`src/rtl/lzrw1_item_unpacker.sv`:
```
// LZRW1 byte-stream front end: splits control words and literal/copy items into 16-bit items.
// Optional macro LZRW1_UNPACK_LEN_CHECK_EN drops copy items with zero length or zero offset.
module lzrw1_item_unpacker #(
    parameter int unsigned GROUP_SIZE = 16
) (
    input  logic        clock,
    input  logic        reset,
    input  logic [7:0]  in_byte,
    input  logic        in_valid,
    input  logic        in_last,
    output logic        in_ready,
    output logic [15:0] item_data,
    output logic        item_is_copy,
    output logic        item_valid,
    input  logic        item_busy,
    output logic        stream_done,
    output logic        format_error
);

    typedef enum logic [2:0] {CTRL_LO, CTRL_HI, ITEM_B0, ITEM_B1, EMIT} state_t;

    localparam logic [3:0] LAST_IDX = 4'(GROUP_SIZE - 1);

    state_t      state, state_next;
    logic [15:0] ctrl;
    logic [3:0]  item_idx;
    logic [7:0]  byte0;
    logic        last_seen;
    logic [15:0] data_q;
    logic        copy_q;
    logic        done_q;
    logic        err_q;

    logic take, give, bad_copy;
    logic ld_ctrl_lo, ld_ctrl_hi, ld_b0, ld_lit, ld_copy;
    logic idx_inc, last_set, done_set, err_set;

    assign in_ready     = (state != EMIT) && !reset;
    assign take         = in_valid && in_ready;
    assign give         = (state == EMIT) && !item_busy;
    assign item_valid   = (state == EMIT);
    assign item_data    = data_q;
    assign item_is_copy = copy_q;
    assign stream_done  = done_q;
    assign format_error = err_q;

`ifdef LZRW1_UNPACK_LEN_CHECK_EN
    assign bad_copy = (byte0[7:4] == 4'h0) || ({byte0[3:0], in_byte} == 12'h000);
`else
    assign bad_copy = 1'b0;
`endif

    always_comb begin
        state_next = state;
        ld_ctrl_lo = 1'b0;
        ld_ctrl_hi = 1'b0;
        ld_b0      = 1'b0;
        ld_lit     = 1'b0;
        ld_copy    = 1'b0;
        idx_inc    = 1'b0;
        last_set   = 1'b0;
        done_set   = 1'b0;
        err_set    = 1'b0;
        case (state)
            CTRL_LO: if (take) begin
                if (in_last) begin
                    err_set  = 1'b1;
                    done_set = 1'b1;
                end else begin
                    ld_ctrl_lo = 1'b1;
                    state_next = CTRL_HI;
                end
            end
            CTRL_HI: if (take) begin
                if (in_last) begin
                    err_set    = 1'b1;
                    done_set   = 1'b1;
                    state_next = CTRL_LO;
                end else begin
                    ld_ctrl_hi = 1'b1;
                    state_next = ITEM_B0;
                end
            end
            ITEM_B0: if (take) begin
                if (!ctrl[item_idx]) begin
                    ld_lit     = 1'b1;
                    last_set   = in_last;
                    state_next = EMIT;
                end else if (in_last) begin
                    err_set    = 1'b1;
                    done_set   = 1'b1;
                    state_next = CTRL_LO;
                end else begin
                    ld_b0      = 1'b1;
                    state_next = ITEM_B1;
                end
            end
            ITEM_B1: if (take) begin
                if (bad_copy) begin
                    // Dropped copy still occupies its slot: advance exactly as after an EMIT.
                    err_set = 1'b1;
                    if (in_last) begin
                        done_set   = 1'b1;
                        state_next = CTRL_LO;
                    end else if (item_idx == LAST_IDX) begin
                        state_next = CTRL_LO;
                    end else begin
                        idx_inc    = 1'b1;
                        state_next = ITEM_B0;
                    end
                end else begin
                    ld_copy    = 1'b1;
                    last_set   = in_last;
                    state_next = EMIT;
                end
            end
            EMIT: if (give) begin
                if (last_seen) begin
                    done_set   = 1'b1;
                    state_next = CTRL_LO;
                end else if (item_idx == LAST_IDX) begin
                    state_next = CTRL_LO;
                end else begin
                    idx_inc    = 1'b1;
                    state_next = ITEM_B0;
                end
            end
            default: state_next = CTRL_LO;
        endcase
    end

    always_ff @(posedge clock or posedge reset) begin
        if (reset) begin
            state     <= CTRL_LO;
            ctrl      <= '0;
            item_idx  <= '0;
            byte0     <= '0;
            last_seen <= 1'b0;
            data_q    <= '0;
            copy_q    <= 1'b0;
            done_q    <= 1'b0;
            err_q     <= 1'b0;
        end else begin
            state  <= state_next;
            done_q <= done_set;
            err_q  <= err_q | err_set;
            if (ld_ctrl_lo) ctrl[7:0] <= in_byte;
            if (ld_ctrl_hi) begin
                ctrl[15:8] <= in_byte;
                item_idx   <= '0;
            end else if (idx_inc) begin
                item_idx <= item_idx + 4'd1;
            end
            if (ld_b0) byte0 <= in_byte;
            if (state_next == CTRL_LO) last_seen <= 1'b0;
            else if (last_set)         last_seen <= 1'b1;
            if (ld_lit) begin
                data_q <= {8'h00, in_byte};
                copy_q <= 1'b0;
            end else if (ld_copy) begin
                data_q <= {byte0, in_byte};
                copy_q <= 1'b1;
            end
        end
    end

endmodule
```
`config.mk`:
```
export PLATFORM = sky130hd
export DESIGN_NAME = lzrw1_item_unpacker
export DESIGN_NICKNAME = d
export VERILOG_FILES = /design/src/rtl/lzrw1_item_unpacker.sv
export SDC_FILE = /design/constraint.sdc
export NUM_CORES = 1
export LEC_CHECK = 0
export CORE_MARGIN = 10
export CORE_UTILIZATION = 58
export CTS_CLUSTER_DIAMETER = 40
export DETAILED_ROUTE_END_ITERATION = 8
export PLACE_DENSITY = 0.84
export SYNTH_ARGS = -nofsm -noshare
export SYNTH_HDL_FRONTEND = slang
export SYNTH_SLANG_ARGS = --single-unit
export TNS_END_PERCENT = 5
```
`constraint.sdc`:
```
create_clock -name clock -period 6.7 [get_ports clock]
set_clock_uncertainty 0.1 [all_clocks]
set_input_delay 1.34 -clock clock [delete_from_list [all_inputs] [get_ports clock]]
set_output_delay 1.34 -clock clock [all_outputs]
set_load 0.01 [all_outputs]
```
==> reports/metrics.csv, run 1 <==
metric,value,unit
num_io_pins,34,
gr-total-overflow,0,
mappedNetlistArea,2410,µm²
drc,0,
n_fill_cell,294,
powerDensity,379,nW/µm²
gr-usage-all-layers,14.6,%
timing.final.crit_share,58.8,%
ant_nets,0,
grt_pass1_vias,1768,
ys_ff_latch,51,
ys_top_cells_by_area,"dfrtp_1 (53%), mux2_4 (5.6%), mux2_2 (5.1%)",
yosysTopAreaCell,dfrtp_1,
synth.most_common_cell,dfrtp_1,
numCtsBuffers,5,
fin_setup_tns,0,ps
dpl.hpwl,3600,µm
crit_required,5260,ps
synth_edf_count,0,
maxCapViolCount,0,
htree_levels,2,
endpoint_kind,primary output,
path_buf_inv,2,
fin_ws,2760,ps
async_flop_share,100,%
place_congestion,0.891,
cts-resized-gates,0,
crit_path_top_delay_cell,clkdlybuf4s50_1,
start_kind,input port,
grt_max_degree,52,
cts_tree,built,
crit_path_frequent_cell,clkdlybuf4s50_1,
final-max-slew-violation-count,0,
clkLatencyLatePin,310,ps
cts_buffer_depth,2,
ys_seq_area_share,52.9,%
cts_root_buf,clkbuf_8,
post_cts_buffers,0,
crit_family,buffers and inverters,
post_dp_cell_area,2750,µm²
fin_area,2830,µm²
port_buffers,33,
crit_chain,clkdlybuf4s50_1 > nor2_1 > clkdlybuf4s50_1,
start_util,60.3,%
drt-total-wl,5050,µm
status,finished clean,
path_max_fanout,5,
drive_gt1_share,14.6,%
report.final.setup_viol,0,
drtIter0Drc,92,
ys_types,50,
rsz0062_at_grt,no,
syn_nets,217,
antenna_found_initial,0,
die_h,84.5,µm
syn_inst,203,
n_antenna_cell,0,
die_area,7140,µm²
multiInputGateArea,1060,µm²
final_core_util,70.8,%
peakVddDrop,206,µV
crit_type,input port to primary output,
vias,1653,
clock_sinks,51,
cp_slowest_stage_delay,540,ps
ys.flop_type,dfrtp_1,
grt_pass1_wl,8730,µm
tightest_slew,1050,ps
dieWidth,84.5,µm
regArea,1280,µm²
core_area,4000,µm²
rows,23,
relSlewSlack,30.1,%
firstDrtPassIters,5,
ys_warn_count,0,
vias_per_cell,5.84,
wl_per_cell,17.8,µm
cts.clk_slew.worst_paths,90,ps
arrival,2500,ps
ys_top_cells_by_count,"dfrtp_1 (51), nand2_1 (32), mux2_2 (11), mux2_4 (9), nor2_1 (9)",
fin_crit,3940,ps
fin_nets,247,
synth.avg_cell_area,11.9,µm²
place_ws,2750,ps
finalHoldViolCount,0,
p_leak,1.29,nW
hold_path_class,flop to flop,
postCtsHoldBufs,0,
synthToLayoutAreaGrowth,17.3,%
synth_top_area_share,52.9,%
fmax,254,MHz
-- per-layer routing --
metal / global-route usage, % / share of wire (%)
met5: 0 / 0
met4: 4.94 / 2.1
met3: 4.73 / 4.9
met2: 24.0 / 48
met1: 17.4 / 45
-- final timing paths --
path                                         start  slack, ps                  endpoint  cells after the start
max reg2reg                item_idx[0]$_DFFE_PP0P_       4230  item_data[2]$_DFFE_PP0P_                      5
max                                          reset       2760                  in_ready                      3
min reg2reg                 format_error$_DFF_PP0_        390    format_error$_DFF_PP0_                      1
max in group asynchronous                    reset       4250      ctrl[12]$_DFFE_PP0P_                      2
min in group asynchronous                    reset       1620      ctrl[14]$_DFFE_PP0P_                      2
min                         format_error$_DFF_PP0_        390    format_error$_DFF_PP0_                      1
-- kinds of logic (layout without fill, tap and decap cells) --
group	after synthesis	in the layout	synth area share [%]
AND/OR/NAND/NOR	72	72	16.4
flip-flops	51	51	52.9
multiplexers	33	33	16.4
AO/OA/AOI/OAI	28	28	9.44
buffers and inverters	15	45	3.21
XOR/XNOR	3	3	1.09
adder cells (fa/ha/maj)	1	1	0.518
-- registers in the layout, indices dropped and copies added, names as in the netlist --
signal and flops:
ctrl 16, item_data 16, byte0 8, item_idx 4, state 3, format_error 1
item_is_copy 1, last_seen 1, stream_done 1
-- layout make-up --
| class | instances | share of cell area [%] |
|---|---|---|
| Tap cell | 50 | 2.21 |
| Inverter | 5 | 0.663 |
| Timing Repair Buffer | 33 | 11.7 |
| Sequential cell | 51 | 45.1 |
| Multi-Input combinational cell | 137 | 37.4 |
| Clock inverter | 2 | 0.486 |
| Clock buffer | 5 | 2.43 |
-- metrics by stage --
| stage | cells | hold WS [ps] | total power, mW |
|---|---|---|---|
| after CTS | 283 | 391 | 1.08 |
| after global placement | 276 | 358 | 0.888 |
| after floorplan | 203 | 345 | 0.761 |
| after global routing | 283 | 412 | 1.15 |
| final | 283 | 386 | 1.07 |
| after detailed placement | 276 | 366 | 0.907 |
-- cells in the final DEF (no fill, tap or decap), types with 2 or more instances in the layout --
master and instances:
mux2_4 9, o21ai_0 4, a21oi_1 2, mux2_1 6, mux2_2 11, nand2_1 32, xnor2_1 2, clkdlybuf4s50_1 33
nand3_1 3, nor2_1 9, mux2i_1 7, nor2b_1 3, nand2b_1 5, dfrtp_1 51, inv_1 4, clkbuf_8 5
and3_1 4, and2_1 2, a31oi_1 2, a22o_1 8
-- where the power goes --
part           switching (mW)  internal, mW  leakage, nW
Sequential             0.0939         0.420        0.658
Combinational           0.159         0.228        0.584
Clock                   0.101        0.0716       0.0440
(Power assumes the default switching activity.)
==> run 2: changes to the inputs <==
--- a/config.mk
+++ b/config.mk
@@ -6,10 +6,10 @@
 export NUM_CORES = 1
 export LEC_CHECK = 0
 export CORE_MARGIN = 10
-export CORE_UTILIZATION = 58
+export CORE_UTILIZATION = 49
 export CTS_CLUSTER_DIAMETER = 40
 export DETAILED_ROUTE_END_ITERATION = 8
-export PLACE_DENSITY = 0.84
+export PLACE_DENSITY = 0.76
 export SYNTH_ARGS = -nofsm -noshare
 export SYNTH_HDL_FRONTEND = slang
 export SYNTH_SLANG_ARGS = --single-unit
==> constraint.sdc (replaced) <==
create_clock -name clock -period 3.24 [get_ports clock]
set_clock_uncertainty 0.1 [all_clocks]
set_input_delay 0.648 -clock clock [delete_from_list [all_inputs] [get_ports clock]]
set_output_delay 0.648 -clock clock [all_outputs]
set_load 0.01 [all_outputs]
==> reports/metrics.csv, run 2 (synthesis results as in run 1) <==
metric,value,unit,change
crit_chain,nor3b_1 > clkdlybuf4s50_1,,
hold_path_class,flop to flop,,
r2r_slack,920,ps,-3310 ps
holdWs,382,ps,-4.34 ps
endpoint_kind,primary output,,
reg2reg_from,item_idx[2]$_DFFE_PP0P_,,
firstDrtPassIters,4,,-1
crit_path_top_delay_cell,clkdlybuf4s50_1,,
gr-usage-all-layers,12.4,%,-2.2 points
crit_type,flop to primary output,,
path_max_fanout,11,,+6
pwr-share-seq,46.5,%,-1.4 points
die_h,90.2,µm,+6.7%
die_area,8130,µm²,+14%
rows,25,,+8.7%
fin_crit,2700,ps,
htree_levels,2,,unchanged
start_kind,flop,,
powerDensity,788,nW/µm²,+110%
p_leak,1.31,nW,+1.6%
numCtsBuffers,5,,unchanged
rsz0062_at_grt,no,,
clkLatencyLatePin,310,ps,about the same
postCtsHoldBufs,0,,unchanged
p_int,1.57,mW,+120%
final_core_util,60.9,%,-9.8 points
tightest_slew,553,ps,-493 ps
min_to,ctrl[8]$_DFFE_PP0P_,,
grt_pass1_wl,8380,µm,-4.0%
timing.final.crit_share,83.2,%,
clkPwrFrac,18.9,%,+2.8 points
wl_per_cell,16.2,µm,-9.2%
drive_gt1_share,15.7,%,+1.1 points
ant_nets,0,,unchanged
final_cell_mix,"dfrtp_1 (51), clkdlybuf4s50_1 (33), nand2_1 (32)",,
final-max-slew-violation-count,0,,unchanged
antenna_found_initial,0,,unchanged
total_power,2.28,mW,+110%
vias,1634,,-1.1%
core_area,4750,µm²,+19%
gr-total-overflow,0,,unchanged
cts_buffer_depth,2,,unchanged
status,finished clean,,
worstHoldStart,ctrl[8]$_DFFE_PP0P_,,
clock_sinks,51,,unchanged
relSlewSlack,63.1,%,+33 points
min_path_cells,2,,+1
drc,0,,unchanged
cts_root_buf,clkbuf_8,,
start_util,50.8,%,-9.6 points
worst_r2r_endpoint,byte0[3]$_DFFE_PP0P_,,
report.final.setup_viol,0,,unchanged
combPwrFrac,34.6,%,-1.4 points
synthToLayoutAreaGrowth,20.1,%,
arrival,1950,ps,-550 ps
cts-resized-gates,0,,unchanged
drtIter0Drc,80,,-13%
cp_slowest_stage_delay,630,ps,+90 ps
place_congestion,0.962,,+8.0%
num_io_pins,34,,unchanged
post_cts_buffers,0,,unchanged
drt-total-wl,4900,µm,-2.8%
path_buf_inv,1,,-1
grt_max_degree,20,,-62%
sw_frac_of_total,31.3,%,-1.7 points
crit_family,buffers and inverters,,
grt_pass1_vias,1628,,-7.9%
crit_required,2490,ps,-2770 ps
port_buffers,33,,unchanged
reg2reg_depth,5,,unchanged
final_common_cell,dfrtp_1,,
cts_tree,built,,
vias_per_cell,5.39,,-7.7%
n_antenna_cell,0,,unchanged
dieWidth,90.2,µm,+6.7%
dpl.hpwl,3630,µm,+0.63%
fin_setup_tns,0,ps,unchanged
peakVddDrop,398,µV,+93%
fmax,371,MHz,
maxCapViolCount,0,,unchanged
finalHoldViolCount,0,,unchanged
cts.clk_slew.worst_paths,90,ps,about the same
switchingPower,0.714,mW,+100%
fin_nets,250,,+1.2%
-- run 2: how the worst max path moves through the flow --
stage | start | end | slack, ps | cells after the start
after floorplan | in_valid | item_data[6]$_DFFE_PP0P_ | 1040 | 6
after global placement | in_valid | item_data[7]$_DFFE_PP0P_ | 510 | 7
after detailed placement | in_valid | item_data[6]$_DFFE_PP0P_ | 430 | 6
after CTS | state[2]$_DFF_PP0_ | item_valid | 560 | 2
after global routing | state[2]$_DFF_PP0_ | item_valid | 420 | 2
final | state[2]$_DFF_PP0_ | item_valid | 540 | 2
-- run 2: per-stage QoR --
| stage | area [µm²] | worst slack, ps | instances |
|---|---|---|---|
| finish | 2900 | 543 | 303 |
| global route | 2900 | 418 | 303 |
| CTS | 2900 | 556 | 303 |
| detailed placement | 2790 | 428 | 296 |
| global placement | 2790 | 508 | 296 |
| floorplan | 2410 | 1040 | 203 |
-- run 2: metal layers --
| layer | GRT usage (%) | part of all wire (%) | vias up |
|---|---|---|---|
| li1 | - | - | 778 |
| met3 | 3.82 | 5.1 | 8 |
| met4 | 4.77 | 1.8 | 0 |
| met2 | 18.9 | 47 | 38 |
| met5 | 0 | 0 | - |
| met1 | 16.0 | 46 | 810 |
-- run 2: tightest hold or removal path, cell delays in order (launching register included) --
cell and delay, ps:
dfrtp_1 350, nand2_1 50, nand2_1 50
-- run 2: final cells by class --
type / count / area, µm²
fill: 403 / 1860
sequential: 51 / 1280
timing repair buffer: 36 / 353
clock inverter: 2 / 37.5
tap: 67 / 83.8
multi-input combinational: 137 / 1060
clock buffer: 5 / 68.8
inverter: 5 / 18.8
-- run 2: power groups by stage --
stage / registers (mW) / clock network, mW / logic [mW]
final: 1.06 / 0.431 / 0.790
after CTS: 1.06 / 0.439 / 0.801
after floorplan: 1.02 / 0 / 0.552
after global routing: 1.10 / 0.466 / 0.866
after detailed placement: 1.07 / 0 / 0.799
after global placement: 1.07 / 0 / 0.784
==> run 3: changes to the inputs <==
--- a/config.mk
+++ b/config.mk
@@ -6,10 +6,10 @@
 export NUM_CORES = 1
 export LEC_CHECK = 0
 export CORE_MARGIN = 10
-export CORE_UTILIZATION = 49
+export CORE_UTILIZATION = 54
 export CTS_CLUSTER_DIAMETER = 40
 export DETAILED_ROUTE_END_ITERATION = 8
-export PLACE_DENSITY = 0.76
+export PLACE_DENSITY = 0.79
 export SYNTH_ARGS = -nofsm -noshare
 export SYNTH_HDL_FRONTEND = slang
 export SYNTH_SLANG_ARGS = --single-unit
==> constraint.sdc (replaced) <==
create_clock -name clock -period 2.8 [get_ports clock]
set_clock_uncertainty 0.1 [all_clocks]
set_input_delay 0.56 -clock clock [delete_from_list [all_inputs] [get_ports clock]]
set_output_delay 0.56 -clock clock [all_outputs]
set_load 0.01 [all_outputs]
==> reports/metrics.csv, run 3 (synthesis results as in run 1) <==
metric,value,unit,change
start_util,55.4,%,+4.7 points
report.final.setup_viol,0,,unchanged
synthToLayoutAreaGrowth,20.1,%,about the same
gr-usage-all-layers,14.1,%,+1.7 points
endpoint_kind,primary output,,
peakVddDrop,408,µV,+2.6%
place_inst,282,,-4.7%
gr-total-overflow,0,,unchanged
reg2reg_depth,5,,unchanged
fin_ws,232,ps,-311 ps
post_cts_buffers,0,,unchanged
critPathLaunch,state[2]$_DFF_PP0_,,
place_congestion,0.869,,-9.6%
powerDensity,915,nW/µm²,+16%
crit_path_top_delay_cell,clkdlybuf4s50_1,,
antenna_found_initial,0,,unchanged
crit_type,flop to primary output,,
path_buf_inv,1,,unchanged
relSlewSlack,66.2,%,+3.1 points
reg2reg_from,item_idx[2]$_DFFE_PP0P_,,
crit_required,2140,ps,-350 ps
clock_sinks,51,,unchanged
finalHoldViolCount,0,,unchanged
cts.clk_slew.worst_paths,90,ps,about the same
crit_family,buffers and inverters,,
grt_pass1_wl,8470,µm,+1.1%
htree_levels,2,,unchanged
rsz0062_at_grt,no,,
clkLatencyLatePin,300,ps,about the same
firstDrtPassIters,4,,unchanged
grt_max_degree,24,,+20%
drive_gt1_share,16.0,%,+0.36 points
die_area,7540,µm²,-7.2%
regArea,1280,µm²,unchanged
start_kind,flop,,
drt-total-wl,4970,µm,+1.4%
fin_setup_tns,0,ps,unchanged
r2r_slack,450,ps,-470 ps
crit_chain,nor3b_1 > clkdlybuf4s50_1,,
path_max_fanout,11,,unchanged
cts-resized-gates,0,,unchanged
vias_per_cell,5.62,,+4.3%
place_ws,128,ps,-301 ps
num_io_pins,34,,unchanged
core_area,4350,µm²,-8.4%
timing.final.crit_share,91.7,%,
dieWidth,86.9,µm,-3.7%
numCtsBuffers,5,,unchanged
vias,1625,,-0.55%
cts_tree,built,,
arrival,1910,ps,-40 ps
cts_root_buf,clkbuf_8,,
n_antenna_cell,0,,unchanged
rows,24,,-4.0%
fin_nets,251,,+0.40%
cp_slowest_stage_delay,620,ps,about the same
dpl.hpwl,3620,µm,-0.18%
drc,0,,unchanged
wl_per_cell,17.2,µm,+6.3%
status,finished clean,,
ant_nets,0,,unchanged
cp_num_cells,2,,unchanged
worst_r2r_endpoint,byte0[5]$_DFFE_PP0P_,,
final-max-slew-violation-count,0,,unchanged
die_h,86.9,µm,-3.7%
tightest_slew,500,ps,-53.4 ps
drtIter0Drc,79,,-1.3%
fin_crit,2570,ps,
maxCapViolCount,0,,unchanged
critPathCapture,item_valid,,
n_fill_cell,323,,-20%
final_cells,289,,-4.6%
cts_buffer_depth,2,,unchanged
p_leak,1.32,nW,+0.91%
hold_path_class,flop to flop,,
fmax,389,MHz,
final_cell_mix,"dfrtp_1 (51), clkdlybuf4s50_1 (33), nand2_1 (32)",,
postCtsHoldBufs,0,,unchanged
final_common_cell,dfrtp_1,,
multiInputGateArea,1060,µm²,unchanged
port_buffers,33,,unchanged
grt_pass1_vias,1662,,+2.1%
[run 3: changes by cell type in the layout (fill, tap and decap cells not counted), sizes merged]
| cell | previous run | this run |
|---|---|---|
| buf | 3 | 4 |
[run 3: where the power goes]
| part | total (mW) | internal (mW) | switching (mW) |
|---|---|---|---|
| sequential | 1.22 | 1.00 | 0.215 |
| combinational | 0.937 | 0.556 | 0.381 |
| clock | 0.495 | 0.261 | 0.233 |
[run 3: worst min path at each step]
stage / slack [ps] / depth (start not counted) / start / to
after global placement: 360 / 2 / ctrl[12]$_DFFE_PP0P_ / ctrl[12]$_DFFE_PP0P_
final: 380 / 1 / item_is_copy$_DFFE_PP0P_ / item_is_copy$_DFFE_PP0P_
after floorplan: 340 / 2 / ctrl[10]$_DFFE_PP0P_ / ctrl[10]$_DFFE_PP0P_
after detailed placement: 360 / 2 / ctrl[12]$_DFFE_PP0P_ / ctrl[12]$_DFFE_PP0P_
after global routing: 400 / 2 / ctrl[12]$_DFFE_PP0P_ / ctrl[12]$_DFFE_PP0P_
after CTS: 380 / 2 / ctrl[12]$_DFFE_PP0P_ / ctrl[12]$_DFFE_PP0P_
[run 3: stage by stage]
step	util, %	hold slack, ps	area, µm²	total power, mW
final	66.6	377	2900	2.65
after global routing	66.6	404	2900	2.82
after floorplan	-	345	2410	1.82
after detailed placement	64.1	363	2790	2.17
after CTS	66.6	384	2900	2.68
after global placement	64.1	357	2790	2.13
[run 3: worst reg2reg max path, delay by kind of cell, from the launching register on]
kind | cells | cell delay [ps]
AND/OR/NAND/NOR | 2 | 680
flip-flops | 1 | 590
multiplexers | 2 | 710
AO/OA/AOI/OAI | 1 | 170
[run 3: area by class of cell]
class / instances / share of cell area [%]
timing repair buffer: 37 / 12.9
sequential: 51 / 44.0
clock inverter: 2 / 1.29
clock buffer: 5 / 2.37
multi-input combinational: 137 / 36.6
tap: 52 / 2.24
inverter: 5 / 0.647
[run 3: routing by layer]
layer / GRT usage, % / wire length, µm
met5: 0 / 0
met1: 17.9 / 2230
met3: 4.40 / 232
met2: 22.1 / 2440
met4: 4.42 / 71
